<file path="src/rtl/machine_ctrl.sv">
// Instruction sequencer for the 8-bit accumulator CPU: an 8-phase cycle per
// instruction with control strobes decoded from phase, opcode and the halt/skip flags.
module machine_ctrl (
   input  logic       clk,
   input  logic       rst_n,
   input  logic       ena,
   input  logic [2:0] opcode,
   input  logic       zero,
   output logic       inc_pc,
   output logic       load_pc,
   output logic       load_acc,
   output logic       load_ir,
   output logic       rd,
   output logic       wr,
   output logic       datactl_ena,
   output logic       halt,
   output logic [2:0] phase
);

   typedef enum logic [2:0] {
      P_FETCH_HI = 3'd0,
      P_FETCH_LO = 3'd1,
      P_DECODE   = 3'd2,
      P_CHECK    = 3'd3,
      P_OPER     = 3'd4,
      P_EXEC     = 3'd5,
      P_POST     = 3'd6,
      P_END      = 3'd7
   } phase_t;

   typedef enum logic [2:0] {
      OP_HLT  = 3'b000,
      OP_SKZ  = 3'b001,
      OP_ADD  = 3'b010,
      OP_ANDD = 3'b011,
      OP_XORR = 3'b100,
      OP_LDA  = 3'b101,
      OP_STO  = 3'b110,
      OP_JMP  = 3'b111
   } op_t;

   phase_t state;
   logic   halted;
   logic   skip;
   op_t    op;
   logic   alu_class;
   logic   hlt_now;

   assign op        = op_t'(opcode);
   assign alu_class = (op == OP_ADD) || (op == OP_ANDD) || (op == OP_XORR) || (op == OP_LDA);
   // HLT in CHECK wins over a simultaneous ena drop.
   assign hlt_now   = !halted && (state == P_CHECK) && (op == OP_HLT);

   always_ff @(posedge clk) begin
      if (!rst_n) begin
         state  <= P_FETCH_HI;
         halted <= 1'b0;
         skip   <= 1'b0;
      end else if (halted) begin
         state  <= state;
      end else if (hlt_now) begin
         halted <= 1'b1;
      end else if (!ena) begin
         state  <= P_FETCH_HI;
         skip   <= 1'b0;
      end else begin
         state <= phase_t'(3'(state + 3'd1));
         if (state == P_EXEC && op == OP_SKZ)
            skip <= zero;
         else if (state == P_END)
            skip <= 1'b0;
      end
   end

   always_comb begin
      inc_pc      = 1'b0;
      load_pc     = 1'b0;
      load_acc    = 1'b0;
      load_ir     = 1'b0;
      rd          = 1'b0;
      wr          = 1'b0;
      datactl_ena = 1'b0;
      halt        = 1'b0;
      phase       = rst_n ? state : 3'd0;
      if (!rst_n) begin
         halt = 1'b0;
      end else if (halted || hlt_now) begin
         halt = 1'b1;
      end else if (ena) begin
         case (state)
            P_FETCH_HI, P_FETCH_LO: begin
               rd      = 1'b1;
               load_ir = 1'b1;
               inc_pc  = 1'b1;
            end
            P_OPER: begin
               rd          = alu_class;
               load_pc     = (op == OP_JMP);
               datactl_ena = (op == OP_STO);
            end
            P_EXEC: begin
               rd          = alu_class;
               load_acc    = alu_class;
               load_pc     = (op == OP_JMP);
               wr          = (op == OP_STO);
               datactl_ena = (op == OP_STO);
               inc_pc      = (op == OP_SKZ) && zero;
            end
            P_POST: begin
               datactl_ena = (op == OP_STO);
               inc_pc      = (op == OP_SKZ) && skip;
            end
            default: begin
               inc_pc = 1'b0;
            end
         endcase
      end
   end

endmodule

</file>
<file path="config.mk">
export PLATFORM = sky130hd
export DESIGN_NAME = machine_ctrl
export DESIGN_NICKNAME = d
export VERILOG_FILES = /design/src/rtl/machine_ctrl.sv
export SDC_FILE = /design/constraint.sdc
export NUM_CORES = 1
export LEC_CHECK = 0
export CAP_MARGIN = 20
export CORE_AREA = 2 2 39 41
export DETAILED_ROUTE_END_ITERATION = 8
export DIE_AREA = 0 0 41 43
export PLACE_DENSITY = 0.65
export SLEW_MARGIN = 20
export SYNTH_ARGS = -nofsm -noshare
export SYNTH_HDL_FRONTEND = slang
export SYNTH_SLANG_ARGS = --single-unit
</file>
<file path="constraint.sdc">
create_clock -name clk -period 2.75 [get_ports clk]
set_input_delay 0.55 -clock clk [delete_from_list [all_inputs] [get_ports clk]]
set_output_delay 0.55 -clock clk [all_outputs]
set_load 0.05 [all_outputs]
</file>
==> PnR_summary.wiki <==
{| class="wikitable"
! Metric !! Value
|-
| Buffers & Inverters on Critical Path || 1
|-
| Post-route antenna net violation count || 0
|-
| Final setup violating endpoints || 0
|-
| CTS tree || built
|-
| Crit end category || primary output
|-
| Starting density of the core || 33.2%
|-
| Total power || ~0.24 mW
|-
| Top delay family on crit path || simple AND/OR/NAND/NOR gates
|-
| Initial DRC count || 6
|-
| Kind of path behind the tightest hold check || reg -> reg
|-
| Max Buffers Root-to-Sink || 2
|-
| Worst path cell trace || ha_2, ha_1, nor4b_2, or3_4, nor4_2, buf_12
|-
| Fin worst setup slack || between 0.1 and 0.15 ns
|-
| Final Slew Violations || 0
|-
| Setup TNS || 0 ns
|-
| Startpoint of the lowest-slack hold path || state[1]$_SDFFE_PN0N_
|-
| Layout fillers || between 100 and 150
|-
| Count of endpoints failing hold in the final timing report || 0
|-
| Worst Path Required || around 2.2 ns
|-
| Wire length per cell || ~11 um
|-
| Cell type with the largest total area after synthesis || dfxtp_1
|-
| Highest net fanout along the worst path || 6
|-
| Input/output buffers || 17
|-
| Kind of critical path || reg -> out
|-
| Maximum level of the CTS H-tree || 1
|-
| Area taken by multi-input logic gates || around 380 sq um
|-
| Setup skew after layout || about 0.0024 ns
|-
| Finished layout cell area || 886 sq um
|-
| Net total in the final layout || 100
|-
| Clock edge transition at the registers on the reported setup and hold paths || 0.04 ns
|-
| Worst vdd rail ir drop || just under 0.2 mV
|-
| Number of core rows || 14
|-
| Final HPWL DP || around 900 um
|-
| Startpoint kind of the worst setup timing path || register
|-
| Cell types with the largest area share after synthesis || dfxtp_1 22%, ha_1 16%, and2_1 5.4%
|-
| WP data arrival || about 2.1 ns
|-
| Area of the mapped netlist || 459 sq um
|-
| Die Outline Area || approximately 1800 sq um
|-
| Hold slack final || between 0.5 and 0.6 ns
|-
| Share of final-layout standard cells stronger than drive strength 1 || between 30% and 40%
|-
| Library cell contributing the largest single delay on the critical path || or3_4
|-
| Die Y-Extent || 43 um
|-
| Boundary pin count || 18
|-
| Most congested layer reported by global routing || met2
|-
| Global route total overflow || 0
|-
| Count of buffers added by post-CTS timing repair for setup || 0
|-
| Global-route wire length before repair || ~2000 um
|-
| Number of DRC violations after detailed routing || 0
|-
| Depth of the worst register-to-register path || 7
|-
| Signed area change from the synthesized netlist to the final layout || 92.9%
|-
| Synthesis Warnings || 0
|-
| Met1 Usage GRT || between 20% and 30%
|-
| Flops & latches, synth || 5
|-
| Core Area || roughly 1400 sq um
|-
| Final core utilization || 64.0%
|-
| Avg Vias per Cell || ~5.0
|-
| Number of standard cells in the layout, taps in and fillers out || approximately 100
|-
| CTS Hold Buffers Added || 0
|-
| Pin count of the biggest net entering global routing || 11
|-
| Worst slack at placement || 0.0256 ns
|-
| Static leakage power || ~0.36 nW
|-
| Transition time at the pin with the least slew margin || around 0.54 ns
|-
| Share of the clock period used by the worst path after layout || a little over nine tenths
|-
| Worst reg2reg path endpoint || skip$_SDFFE_PN0P_
|-
| Final Critical Period || between 2 and 3 ns
|-
| Depth of the worst hold-timing path || 2
|-
| Run status || completed
|-
| Chip width || about 41 um
|-
| Nets in the synthesized netlist || between 70 and 80
|-
| Total cell area at the placement stage || approximately 830 sq um
|-
| Hold Path End || state[1]$_SDFFE_PN0N_
|-
| CTS Buf Count || 3
|-
| Post-Synthesis Cells || 59
|-
| Initial antenna violation count || 0
|-
| Cell at the root of the clock tree || clkbuf_4
|-
| Post-Syn Area per Cell || approximately 8 sq um
|-
| Highest clock rate || around 0.38 GHz
|-
| Met2 Usage GRT || between 20% and 30%
|-
| Part of the total power dissipated in sequential elements || 31.5%
|-
| Proportion of power drawn by the clock network || between 30 and 40%
|-
| Launching point of the worst reg2reg path || state[0]$_SDFFE_PN0N_
|-
| Detailed Route WL || roughly 1100 um
|-
| Setup repair after global routing missed its margin || false
|-
| Met3 Resource Use GR || 5.24%
|-
| Power density over the cells || ~270 nW/um^2
|-
| Max-slew headroom at the worst pin || 64.1%
|-
| Number of detailed-routing iterations run before antenna repair || 2
|-
| Switching Fraction || between 30% and 40%
|-
| Portion of the post-synthesis area used by sequential elements || a little over a fifth
|-
| Final antenna diode count || 0
|-
| Via count of the first global-routing pass || 500
|-
| Clock tree sinks || 5
|-
| Slowest cell delay on critical path || roughly 0.4 ns
|-
| Number of cells in the design after placement || 98
|-
| FF-to-FF setup slack || 1.01 ns
|-
| Post-synthesis cell type count || 27
|-
| Combined global-route utilization of all metal layers || between 15 and 20%
|-
| Portion of total power attributed to combinational logic || between 30% and 40%
|-
| Overall via count from detail_route || about 500
|-
| Gates resized, CTS repair || 1
|-
| Share of the synthesized area in the top cell type || 21.8%
|-
| Internal power summed over all cells || 0.167 mW
|-
| Clock latency on the worst-skew pair || 0.25 ns
|-
| Count of max-cap constraint violations || 0
|-
| RePlAce Congestion || roughly 0.74
|-
| Net Switching || around 0.075 mW
|-
| Sequential Area || approximately 100 sq um
|}
[Yosys cell counts]
master,n
xnor2_1,1
mux2i_1,1
nor3_1,3
a31oi_1,1
a21boi_0,1
and2_1,4
clkbuf_1,1
nor3b_1,1
nor2b_1,3
inv_1,5
o21ai_0,3
nand2_1,5
dfxtp_1,5
a31o_1,1
nand3_1,2
a21oi_1,1
o41ai_1,1
nor2_1,5
ha_1,6
a311o_1,1
a211oi_1,1
nor4b_2,1
and4_1,1
buf_6,1
nor2_2,1
nor4_1,2
or3_1,1
[worst max path at each step]
stage / depth (start not counted) / to / startpoint / slack [ns]
floorplan: 7 / datactl_ena / state[2]$_SDFFE_PN0N_ / -0.27
global placement: 6 / load_acc / opcode[1] / 0.06
detailed placement: 6 / load_acc / opcode[1] / 0.03
CTS: 7 / load_acc / state[0]$_SDFFE_PN0N_ / 0.03
global route: 6 / load_pc / state[0]$_SDFFE_PN0N_ / 0.01
finish: 6 / datactl_ena / state[0]$_SDFFE_PN0N_ / 0.10
[kinds of logic after synthesis]
group                      Yosys count  share of synthesized area, %
xor gates and xnor gates             1                          1.91
muxes                                1                          2.18
buffers and inverters                7                          7.36
AOI/OAI and AO/OA                   10                          15.0
and+or+nand+nor                     29                          35.4
DFF                                  5                          21.8
adders and majority gates            6                          16.3
[power by group through the flow]
| stage | sequential, mW | clock [mW] | combinational [mW] |
|---|---|---|---|
| final | 0.0763 | 0.0870 | 0.0785 |
| after floorplan | 0.0770 | 0 | 0.0362 |
| after global routing | 0.0764 | 0.0927 | 0.0850 |
| after detailed placement | 0.0775 | 0 | 0.0745 |
| after CTS | 0.0762 | 0.0886 | 0.0757 |
| after global placement | 0.0775 | 0 | 0.0738 |
[placed cells by master (no fill, tap or decap), drive strengths merged]
master,count
buf,19
clkdlybuf4s50,6
nor2,6
ha,6
inv,5
nand2,5
dfxtp,5
and2,4
clkbuf,4
nor2b,3
o21ai,3
nor3,3
nand3,2
nor4,2
nor4b,1
or3,1
and4,1
xnor2,1
a211oi,1
nor3b,1
a31oi,1
a311o,1
a21oi,1
a31o,1
a21boi,1
mux2i,1
o41ai,1
[worst min-delay path: stages, from the launching register on]
cell and delay, ns:
dfxtp_1 0.34, o21ai_0 0.08, a21boi_0 0.07
[final cells by class]
type / instances / share of cell area, %
inverters: 5 / 2.12
repair buffers: 25 / 38.4
well taps: 16 / 2.26
multi-input cells: 47 / 42.9
flip-flops and latches: 5 / 11.3
clock buffers: 4 / 2.97
[per-layer routing]
layer  up-vias  routed length (um)  part of all wire [%]
li1        261                   -                     -
met1       223                 505                    45
met2        19                 522                    46
met3         3                  76                   6.7
met4         0                  27                   2.4
met5         -                   0                     0
[flip-flops by register name (all words and copies together) (netlist names)]
register  flops
skip          1
state         3
halted        1
(Power assumes the default switching activity.)
